**src/rtl/router_1xn.sv**
```systemverilog
`default_nettype none
// ----------------------------------------------------------------------------
// router_1xn : 1xN byte-serial packet router, one FIFO per destination port
// Rev 1.0
// ----------------------------------------------------------------------------
module router_1xn #(
  parameter int DW        = 8,
  parameter int NUM_PORTS = 3,
  parameter int AW        = 2,
  parameter int DEPTH     = 16,
  parameter int TIMEOUT   = 30
) (
  input  logic                    clock,
  input  logic                    resetn,
  input  logic [DW-1:0]           data_in,
  input  logic                    pkt_vld,
  input  logic [NUM_PORTS-1:0]    read_enb,
  output logic [NUM_PORTS*DW-1:0] data_out,
  output logic [NUM_PORTS-1:0]    vld_out,
  output logic                    busy,
  output logic                    err,
  output logic [1:0]              err_code
);
  localparam int LW = DW - AW;
  localparam int PW = $clog2(DEPTH);
  localparam int TW = $clog2(TIMEOUT + 1);
  localparam int NA = 1 << AW;
  localparam logic [AW:0]   NP_LIM   = (AW+1)'(NUM_PORTS);
  localparam logic [TW-1:0] TMO_LAST = TW'(TIMEOUT - 1);

  localparam logic [2:0] S_IDLE  = 3'd0;
  localparam logic [2:0] S_WAIT  = 3'd1;
  localparam logic [2:0] S_LOAD  = 3'd2;
  localparam logic [2:0] S_DROP  = 3'd3;
  localparam logic [2:0] S_CHECK = 3'd4;

  logic [2:0]    state_q, state_d;
  logic [AW-1:0] addr_q, addr_d;
  logic [LW-1:0] len_q, len_d;
  logic [DW-1:0] par_q, par_d;
  logic [LW:0]   cnt_q, cnt_d;
  logic          err_q, err_d;
  logic [1:0]    code_q, code_d;

  logic [NA-1:0] empty_v, full_v;
  logic          wr_en;
  logic [AW-1:0] wr_addr;
  logic [AW-1:0] hdr_addr;
  logic          hdr_ok;

  assign hdr_addr = data_in[AW-1:0];
  assign hdr_ok   = {1'b0, hdr_addr} < NP_LIM;

  always_comb begin
    state_d = state_q;
    addr_d  = addr_q;
    len_d   = len_q;
    par_d   = par_q;
    cnt_d   = cnt_q;
    err_d   = 1'b0;
    code_d  = 2'b00;
    busy    = 1'b0;
    wr_en   = 1'b0;
    wr_addr = addr_q;
    case (state_q)
      S_IDLE, S_WAIT: begin
        wr_addr = hdr_addr;
        // The source holds the header stable while busy, so WAIT re-decodes data_in.
        if (pkt_vld || state_q == S_WAIT) begin
          if (!hdr_ok) begin
            err_d   = 1'b1;
            code_d  = 2'b11;
            state_d = S_DROP;
          end else if (empty_v[hdr_addr]) begin
            wr_en   = 1'b1;
            addr_d  = hdr_addr;
            len_d   = data_in[DW-1:AW];
            par_d   = data_in;
            cnt_d   = '0;
            state_d = S_LOAD;
          end else begin
            busy    = 1'b1;
            state_d = S_WAIT;
          end
        end
      end
      S_LOAD: begin
        if (full_v[addr_q]) begin
          busy = 1'b1;
        end else begin
          wr_en = 1'b1;
          if (pkt_vld) begin
            par_d = par_q ^ data_in;
            if (cnt_q != '1) cnt_d = cnt_q + (LW+1)'(1);
          end else begin
            state_d = S_CHECK;
            if (par_q != data_in) begin
              err_d  = 1'b1;
              code_d = 2'b01;
            end else if (cnt_q != {1'b0, len_q}) begin
              err_d  = 1'b1;
              code_d = 2'b10;
            end
          end
        end
      end
      S_DROP: begin
        if (!pkt_vld) state_d = S_IDLE;
      end
      S_CHECK: begin
        busy    = 1'b1;
        state_d = S_IDLE;
      end
      default: state_d = S_IDLE;
    endcase
  end

  always_ff @(posedge clock or negedge resetn) begin
    if (!resetn) begin
      state_q <= S_IDLE;
      addr_q  <= '0;
      len_q   <= '0;
      par_q   <= '0;
      cnt_q   <= '0;
      err_q   <= 1'b0;
      code_q  <= 2'b00;
    end else begin
      state_q <= state_d;
      addr_q  <= addr_d;
      len_q   <= len_d;
      par_q   <= par_d;
      cnt_q   <= cnt_d;
      err_q   <= err_d;
      code_q  <= code_d;
    end
  end

  assign err      = err_q;
  assign err_code = code_q;

  for (genvar j = NUM_PORTS; j < NA; j++) begin : g_pad
    assign empty_v[j] = 1'b1;
    assign full_v[j]  = 1'b0;
  end

  for (genvar i = 0; i < NUM_PORTS; i++) begin : g_port
    logic [DW-1:0] mem_q [DEPTH];
    logic [PW:0]   wp_q, wp_d, rp_q, rp_d;
    logic [TW-1:0] tmo_q, tmo_d;
    logic [DW-1:0] dout_q, dout_d;
    logic          empty, full, we, re, flush;

    assign empty = (wp_q == rp_q);
    assign full  = (wp_q[PW] != rp_q[PW]) && (wp_q[PW-1:0] == rp_q[PW-1:0]);
    assign we    = wr_en && (wr_addr == AW'(i));
    assign re    = read_enb[i] && !empty;
    // Flush on the edge that would complete TIMEOUT unread cycles; it overrides a same-cycle write.
    assign flush = !empty && !read_enb[i] && (tmo_q == TMO_LAST);

    always_comb begin
      wp_d   = wp_q + (PW+1)'(we);
      rp_d   = rp_q + (PW+1)'(re);
      tmo_d  = (!empty && !read_enb[i]) ? tmo_q + TW'(1) : '0;
      dout_d = re ? mem_q[rp_q[PW-1:0]] : dout_q;
      if (flush) begin
        wp_d  = '0;
        rp_d  = '0;
        tmo_d = '0;
      end
    end

    always_ff @(posedge clock or negedge resetn) begin
      if (!resetn) begin
        wp_q   <= '0;
        rp_q   <= '0;
        tmo_q  <= '0;
        dout_q <= '0;
      end else begin
        wp_q   <= wp_d;
        rp_q   <= rp_d;
        tmo_q  <= tmo_d;
        dout_q <= dout_d;
      end
    end

    always_ff @(posedge clock) begin
      if (we) mem_q[wp_q[PW-1:0]] <= data_in;
    end

    assign empty_v[i]             = empty;
    assign full_v[i]              = full;
    assign vld_out[i]             = !empty;
    assign data_out[i*DW +: DW]   = dout_q;
  end
endmodule
`default_nettype wire
```
**config.mk**
```make
export PLATFORM = sky130hd
export DESIGN_NAME = router_1xn
export DESIGN_NICKNAME = d
export VERILOG_FILES = /design/src/rtl/router_1xn.sv
export SDC_FILE = /design/constraint.sdc
export NUM_CORES = 1
export LEC_CHECK = 0
export ABC_AREA = 1
export BUFFER_PORTS_ARGS = -buffer_cell sky130_fd_sc_hd__buf_2
export CAP_MARGIN = 20
export CORE_MARGIN = 2
export CORE_UTILIZATION = 51
export DETAILED_ROUTE_END_ITERATION = 8
export PLACE_DENSITY = 0.67
export SLEW_MARGIN = 20
export SYNTH_ARGS = -nofsm -noshare
export SYNTH_HDL_FRONTEND = slang
export SYNTH_SLANG_ARGS = --single-unit
export TNS_END_PERCENT = 50
```
**constraint.sdc**
```tcl
create_clock -name clock -period 2.7 [get_ports clock]
set_input_delay 0.27 -clock clock [delete_from_list [all_inputs] [get_ports clock]]
set_output_delay 0.27 -clock clock [all_outputs]
set_load 0.01 [all_outputs]
```
# [Word-level counts from Yosys, hierarchy flattened]
# Memory sizes are Yosys's and may differ from the RTL's. A register that Yosys moved wholly into a read port is not among the register bits.
# Index checks and enable logic that the tools add are counted.
[totals] ff_bits=74 ram_bits=384 memories=3 elab_cells=162
[classes] add_sub_neg=10 n_lt_le_gt_ge=3 n_reduce_logical=33 bitwise=1 n_eq_ne=29 muxes=67
[mem_list] name="g_port[0].mem_q" depth=16 word_bits=8 read_ports=1 rd_clocked_by_memory_dff=1 wr=1 line_no="147" source="logic [DW-1:0] mem_q [DEPTH];"
[mem_list] name="g_port[1].mem_q" depth=16 word_bits=8 read_ports=1 rd_clocked_by_memory_dff=1 wr=1 line_no="147"
[mem_list] name="g_port[2].mem_q" depth=16 word_bits=8 read_ports=1 rd_clocked_by_memory_dff=1 wr=1 line_no="147"
[ops] operator="$mux W5" count=12
[ops] operator="$mux W7" count=6
[ops] operator="$mux W8" count=5
[ops] operator="$add A5 B1 Y5" count=6
[ops] operator="$mux W1" count=22
[ops] operator="$mux W2" count=9
[ops] operator="$ne A2 B2 Y1 const B" count=8
[ops] operator="$pmux W8 S2" count=1
[ops] operator="$add A5 B1 Y5 const B" count=3
[ops] operator="$eq A5 B5 Y1" count=3
[ops] operator="$eq A5 B5 Y1 const B" count=3
[ops] operator="$logic_and A1 B1 Y1" count=15
[ops] operator="$pmux W7 S2" count=1
[ops] operator="$eq A4 B4 Y1" count=3
[ops] operator="$mux W3" count=4
[ops] operator="$logic_not A1 Y1" count=9
[ops] operator="$pmux W3 S3" count=1
[ops] operator="$ne A8 B8 Y1" count=1
[ops] operator="$reduce_and A4 Y1" count=2
[ops] operator="$xor A8 B8 Y8" count=1
[ops] operator="$add A7 B1 Y7 const B" count=1
[ops] operator="$ne A7 B6 Y1" count=1
[ops] operator="$ne A7 B7 Y1 const B" count=1
[ops] operator="$reduce_and A7 Y1" count=1
[ops] operator="other kinds (18)" count=24

# [Longest topological paths before layout]
[logic_depth] ltp_word=10 mapped_depth=21 mapped_depth_nobuf=19

# [Worst setup path before layout]
# OpenSTA, ideal clock, no wires.
[synth_timing] path_type="register to register" from="register g_port[1].rp_q[1]" to="register g_port[1].rp_q[4]" synth_period_minus_slack_ps=2478 path_buffers=2 setup_time_ps=116 stages_incl_launch_ff=16 t_arrival_ps=2362 setup_slack_ps=222 cell_sequence="dfrtp_1 > buf_4 > nand2_1 > nand2_1 > nor2_1 > nand3_1 > nand2_1 > clkinv_1 > buf_1 > ha_1 > ha_1 > nand2_1 > nor2_1 > or2_2 > nand3_1 > inv_1"
[synth_between] elab_chain_cells=5 word_cells_on_any_way=7
[synth_lines] item="from (decl)" line_no="148" source="logic [PW:0] wp_q, wp_d, rp_q, rp_d;"
[synth_lines] item="from (signal assigned)" line_no="180" source="rp_q <= rp_d;"
[synth_lines] item="$eq A5 B5 Y1" line_no="153" source="assign empty = (wp_q == rp_q);"
[synth_lines] item="$logic_not A1 Y1"
[synth_lines] item="net vld_out[1]" line_no="19" source="output logic [NUM_PORTS-1:0] vld_out,"
[synth_lines] item="$logic_and A1 B1 Y1" line_no="156" source="assign re = read_enb[i] && !empty;"
[synth_lines] item="net g_port[1].re" line_no="151" source="logic empty, full, we, re, flush;"
[synth_lines] item="$add A5 B1 Y5" line_no="162" source="rp_d = rp_q + (PW+1)'(re);"
[synth_lines] item="$mux W5" line_no="165" source="if (flush) begin"
[synth_lines] item="net g_port[1].rp_d[4]" line_no="148"
# The timed path passes the listed nets, and every way through them passes these cells.
# A chain may end at the register's enable or synchronous reset.

# [Final worst setup path]
[layout_timing] from="register g_port[2].rp_q[2]" to="output busy"
[layout_between] elab_chain_cells=7 word_cells_on_any_way=12
[layout_lines] item="from (decl)" line_no="148"
[layout_lines] item="from (signal assigned)" line_no="180"
[layout_lines] item="$eq A5 B5 Y1" line_no="153"
[layout_lines] item="$bmux W1 S2" line_no="74" source="end else if (empty_v[hdr_addr]) begin"
[layout_lines] item="$mux W1 (implied by the code)" line_no="74"
[layout_lines] item="$mux W1" line_no="74"
[layout_lines] item="$mux W1" line_no="70" source="if (!hdr_ok) begin"
[layout_lines] item="$mux W1" line_no="69" source="if (pkt_vld || state_q == S_WAIT) begin"
[layout_lines] item="$pmux W1 S3 *" line_no="65" source="case (state_q)"
[layout_lines] item="to (decl)" line_no="20" source="output logic busy,"
# Mark *: on every way between the ends. The rest lies on a longest branch, timed or not. The select of a mux whose other input is x is not followed.

==> summary.md <==
| Metric | Value |
|---|---|
| Number of max-slew violations in the final report | `0` |
| Count of buffers inserted at the top-level ports | `44` |
| I/O pin count | `45` |
| Static leakage power | `8.42 nW` |
| Y dimension of the die | `204 um` |
| Worst min path class | `input pin to flop` |
| Crit. End Element | `primary output` |
| Most instantiated flip-flop cell in the synthesis netlist | `edfxtp_1` |
| Post-route cell area | `0.0230 mm2` |
| Largest vdd supply drop | `0.644 mV` |
| Share of synthesized area occupied by flip-flops and latches | `0.689` |
| Cell type with the highest occurrence count on the critical path | `nand2_1` |
| Buffer depth of the longest clock path | `3` |
| Post-CTS Repair Setup Buffers | `0` |
| Cells along the critical path | `inv_2 -> nand2_1 -> nand2_1 -> nor2_2 -> nand3_1 -> nand2_1 -> nand3_1 -> buf_4 -> nor2_2 -> a31oi_1 -> o21ai_1 -> buf_2` |
| CTS HTree Levels | `2` |
| Detail Route Antenna Nets | `0` |
| Clock buffer count from CTS | `48` |
| Number of nets in the synthesized netlist | `1,751` |
| Total Neg Setup Slack | `0 ps` |
| DP Worst Slack | `202 ps` |
| Detailed-route wire length per cell | `20.0 um` |
| Count of yosys warnings during synthesis | `0` |
| Max Clock Freq | `399 MHz` |
| Highest-count cells in the layout ignoring fill and taps | `edfxtp_1 (384), nor2_1 (302), o21ai_0 (213)` |
| Crit path launch | `g_port[2].rp_q[2]$_DFF_PN0_` |
| Weighted congestion at the end of routability-driven global placement | `0.843` |
| Final Skew | `17.5 ps` |
| DRC | `0` |
| Number of global-route vias before repair | `13,300` |
| Antenna cell count | `0` |
| Slew at the pin closest to its max-slew limit | `728 ps` |
| Vias per inst | `5.73` |
| Number of library cell types mapped by synthesis | `39` |
| Clk Tree Root Cell | `clkbuf_16` |
| Clock power share | `0.272` |
| Initial detailed-routing violation count | `1,200` |
| Synth async-reset ratio | `0.203` |
| Total design power | `24.0 mW` |
| R2R depth | `16` |
| Number of flops mapped to enable cells by yosys | `384` |
| Crit path kind | `flop to primary output` |
| DIE AREA | `0.0414 mm2` |
| Placed wire-length estimate | `29,600 um` |
| Fraction of layout cells with a size suffix above 1 | `0.142` |
| Number of nets in the final layout | `1,839` |
| Worst-case register-to-register setup slack | `270 ps` |
| Internal power | `15.2 mW` |
| Part of the cycle the worst path needs | `0.929` |
| TritonCTS Sinks | `482` |
| Critical path capture point | `busy` |
| Total GRT Usage | `0.234` |
| Core area | `0.0395 mm2` |
| Starting Density | `0.513` |
| GRT overflow | `0` |
| Cell Rows | `73` |
| Final number of hold-violating endpoints | `0` |
| Final setup violation count | `0` |
| TritonCTS clock tree | `done` |
| Maximum number of pins on one net before global-route repair | `65` |
| Minimum period implied by the final worst setup slack | `2510 ps` |
| Result of the run | `finished clean` |
| Crit-path slowest cell | `dfrtp_1` |
| Count of max-cap constraint violations | `0` |
| Clock latency on the worst-skew pair | `580 ps` |
| Initial antenna violation count | `0` |
| P per Cell Area | `1040 mW/mm2` |
| Count of mapped cells out of synthesis | `1,718` |
| Fraction of power spent switching nets | `0.367` |
| CP Launch Type | `flop` |
| Most common cell after layout, fill and taps aside | `edfxtp_1` |
| Final Routed Wirelength | `47,400 um` |
| Arrival time of data at the critical path endpoint | `2240 ps` |
| R2r endpoint | `g_port[2].wp_q[2]$_DFF_PN0_` |
| Post-route setup slack | `192 ps` |
| Clock-pin slew reported for the worst setup and hold paths after clock tree synthesis | `60 ps` |
| Worst-case headroom to the max-slew limit | `0.513` |
| Die boundary width | `204 um` |
| Mean instance size in the synthesized netlist | `11.8 um2` |
| Sequential fraction of design power | `0.390` |
| WP data required | `2430 ps` |
| Number of flip-flops and latches in the synthesized netlist | `482` |
| Number of fillers in the final layout | `3,154` |
| CP peak stage delay | `400 ps` |
| Net switching power of the design | `8.79 mW` |
| Post-synthesis instance area | `0.0203 mm2` |
| Number of detailed-routing iterations run before antenna repair | `5` |
| First-pass GRT wire length | `74,700 um` |
| CP max FO | `7` |
| RSZ-0062 raised after global routing | `no` |
| Post-place instance area | `0.0214 mm2` |
| Layout overhead on the synthesized area | `13.4%` |
| Logic gate share of total power | `0.337` |
| Worst R2R Start | `g_port[0].wp_q[1]$_DFF_PN0_` |
| Vias | `13,600` |
==> registers in the layout (all words and copies together) (netlist names) <==
register       flops
err                1
g_port.wp_q       15
len_q              6
err_code           2
g_port.tmo_q      15
g_port.dout_q     24
g_port.mem_q     384
cnt_q              7
addr_q             2
g_port.rp_q       15
state_q            3
par_q              8
==> critical path, delay by kind of cell, from the launching register on <==
kind | cells | cell delay (ps)
simple gates | 7 | 680
buf+inv | 3 | 430
flops | 1 | 400
compound gates | 2 | 160
==> what timing repair did <==
item                                    CTS  global route
endpoints found under the hold margin    40             0
resized for setup                         1             9
cloned                                    0             0
endpoints found under the setup margin    1             3
hold buffers                              2             0
==> logic make-up (layout without fill, tap and decap cells) <==
group                    count (synthesis)  in the layout  share of synthesized area
AO/OA/AOI/OAI                          377            377                      0.113
XOR/XNOR                                32             32                     0.0138
adder cells (fa/ha/maj)                 19             19                     0.0117
buffers and inverters                  185            311                     0.0364
flip-flops                             482            482                      0.689
AND/OR/NAND/NOR                        623            623                      0.136
==> per-stage QoR <==
step            util  hold slack (ps)  cells
6_report       0.582             70.9   2369
5_1_grt        0.582             48.5   2369
4_1_cts        0.582             35.5   2369
3_5_place_dp   0.542              330   2279
3_3_place_gp   0.542              320   2279
2_1_floorplan      -            -25.6   1718
==> cells in the mapped netlist (3+ instances only) <==
master    count  area, um2
edfxtp_1    384      11500
nand3b_1      4       30.0
xor2_1       26        228
nor2_1      305       1140
or2_2         7       43.8
a21oi_1       6       30.0
a31oi_1      28        175
inv_2        14       52.6
nand4_1      19        119
buf_4         4       30.0
ha_1         19        238
clkinv_1      4       15.0
nor3_1        3       15.0
o22ai_1      27        169
nand3_1      63        315
nand2_1     185        694
dfrtp_1      98       2450
xnor2_1       6       52.6
o221ai_1     71        622
buf_2         6       30.0
nor2_4       21        236
buf_1         4       15.0
o21ai_0     214       1070
o211ai_1     25        188
clkbuf_1     74        278
nor2_2        5       31.3
nand3_2       4       40.0
inv_1        77        289
==> layout make-up <==
class / count / area [um2] / share of cell area
multi-input combinational: 1051 / 5590 / 0.243
clock inverter: 30 / 258 / 0.0112
inverter: 95 / 357 / 0.0155
sequential: 482 / 14000 / 0.608
tap: 525 / 657 / 0.0285
timing repair buffer: 128 / 883 / 0.0384
clock buffer: 58 / 1290 / 0.0561
==> power groups by stage <==
| stage | Sequential, mW | Clock, mW | Combinational (mW) |
|---|---|---|---|
| after floorplan | 9.40 | 0 | 5.40 |
| after global routing | 9.44 | 6.92 | 9.02 |
| after global placement | 9.44 | 0 | 7.90 |
| after detailed placement | 9.49 | 0 | 8.05 |
| after CTS | 9.34 | 6.65 | 8.08 |
| final | 9.35 | 6.53 | 8.08 |
==> per-layer routing <==
layer  vias to the layer above  global-route usage  share of wire
met2                       475               0.380           0.48
met4                         0              0.0912          0.033
met1                      6652               0.322           0.43
met3                       108              0.0350          0.059
li1                       6338                   -              -
met5                         -                   0              0
==> worst min-delay path by stage <==
| stage | start | endpoint | slack, ps | depth (start not counted) |
|---|---|---|---|---|
| global placement | resetn | cnt_q[3]$_DFFE_PN0P_ | 320 | 1 |
| global route | data_in[4] | g_port[2].mem_q[1][4]$_DFFE_PP_ | 50 | 1 |
| finish | data_in[4] | g_port[2].mem_q[2][4]$_DFFE_PP_ | 70 | 1 |
| detailed placement | resetn | cnt_q[3]$_DFFE_PN0P_ | 330 | 1 |
| CTS | data_in[4] | g_port[2].mem_q[10][4]$_DFFE_PP_ | 40 | 1 |
| floorplan | resetn | addr_q[0]$_DFFE_PN0P_ | -30 | 0 |
Note: power is estimated with default switching activity, not from simulation.
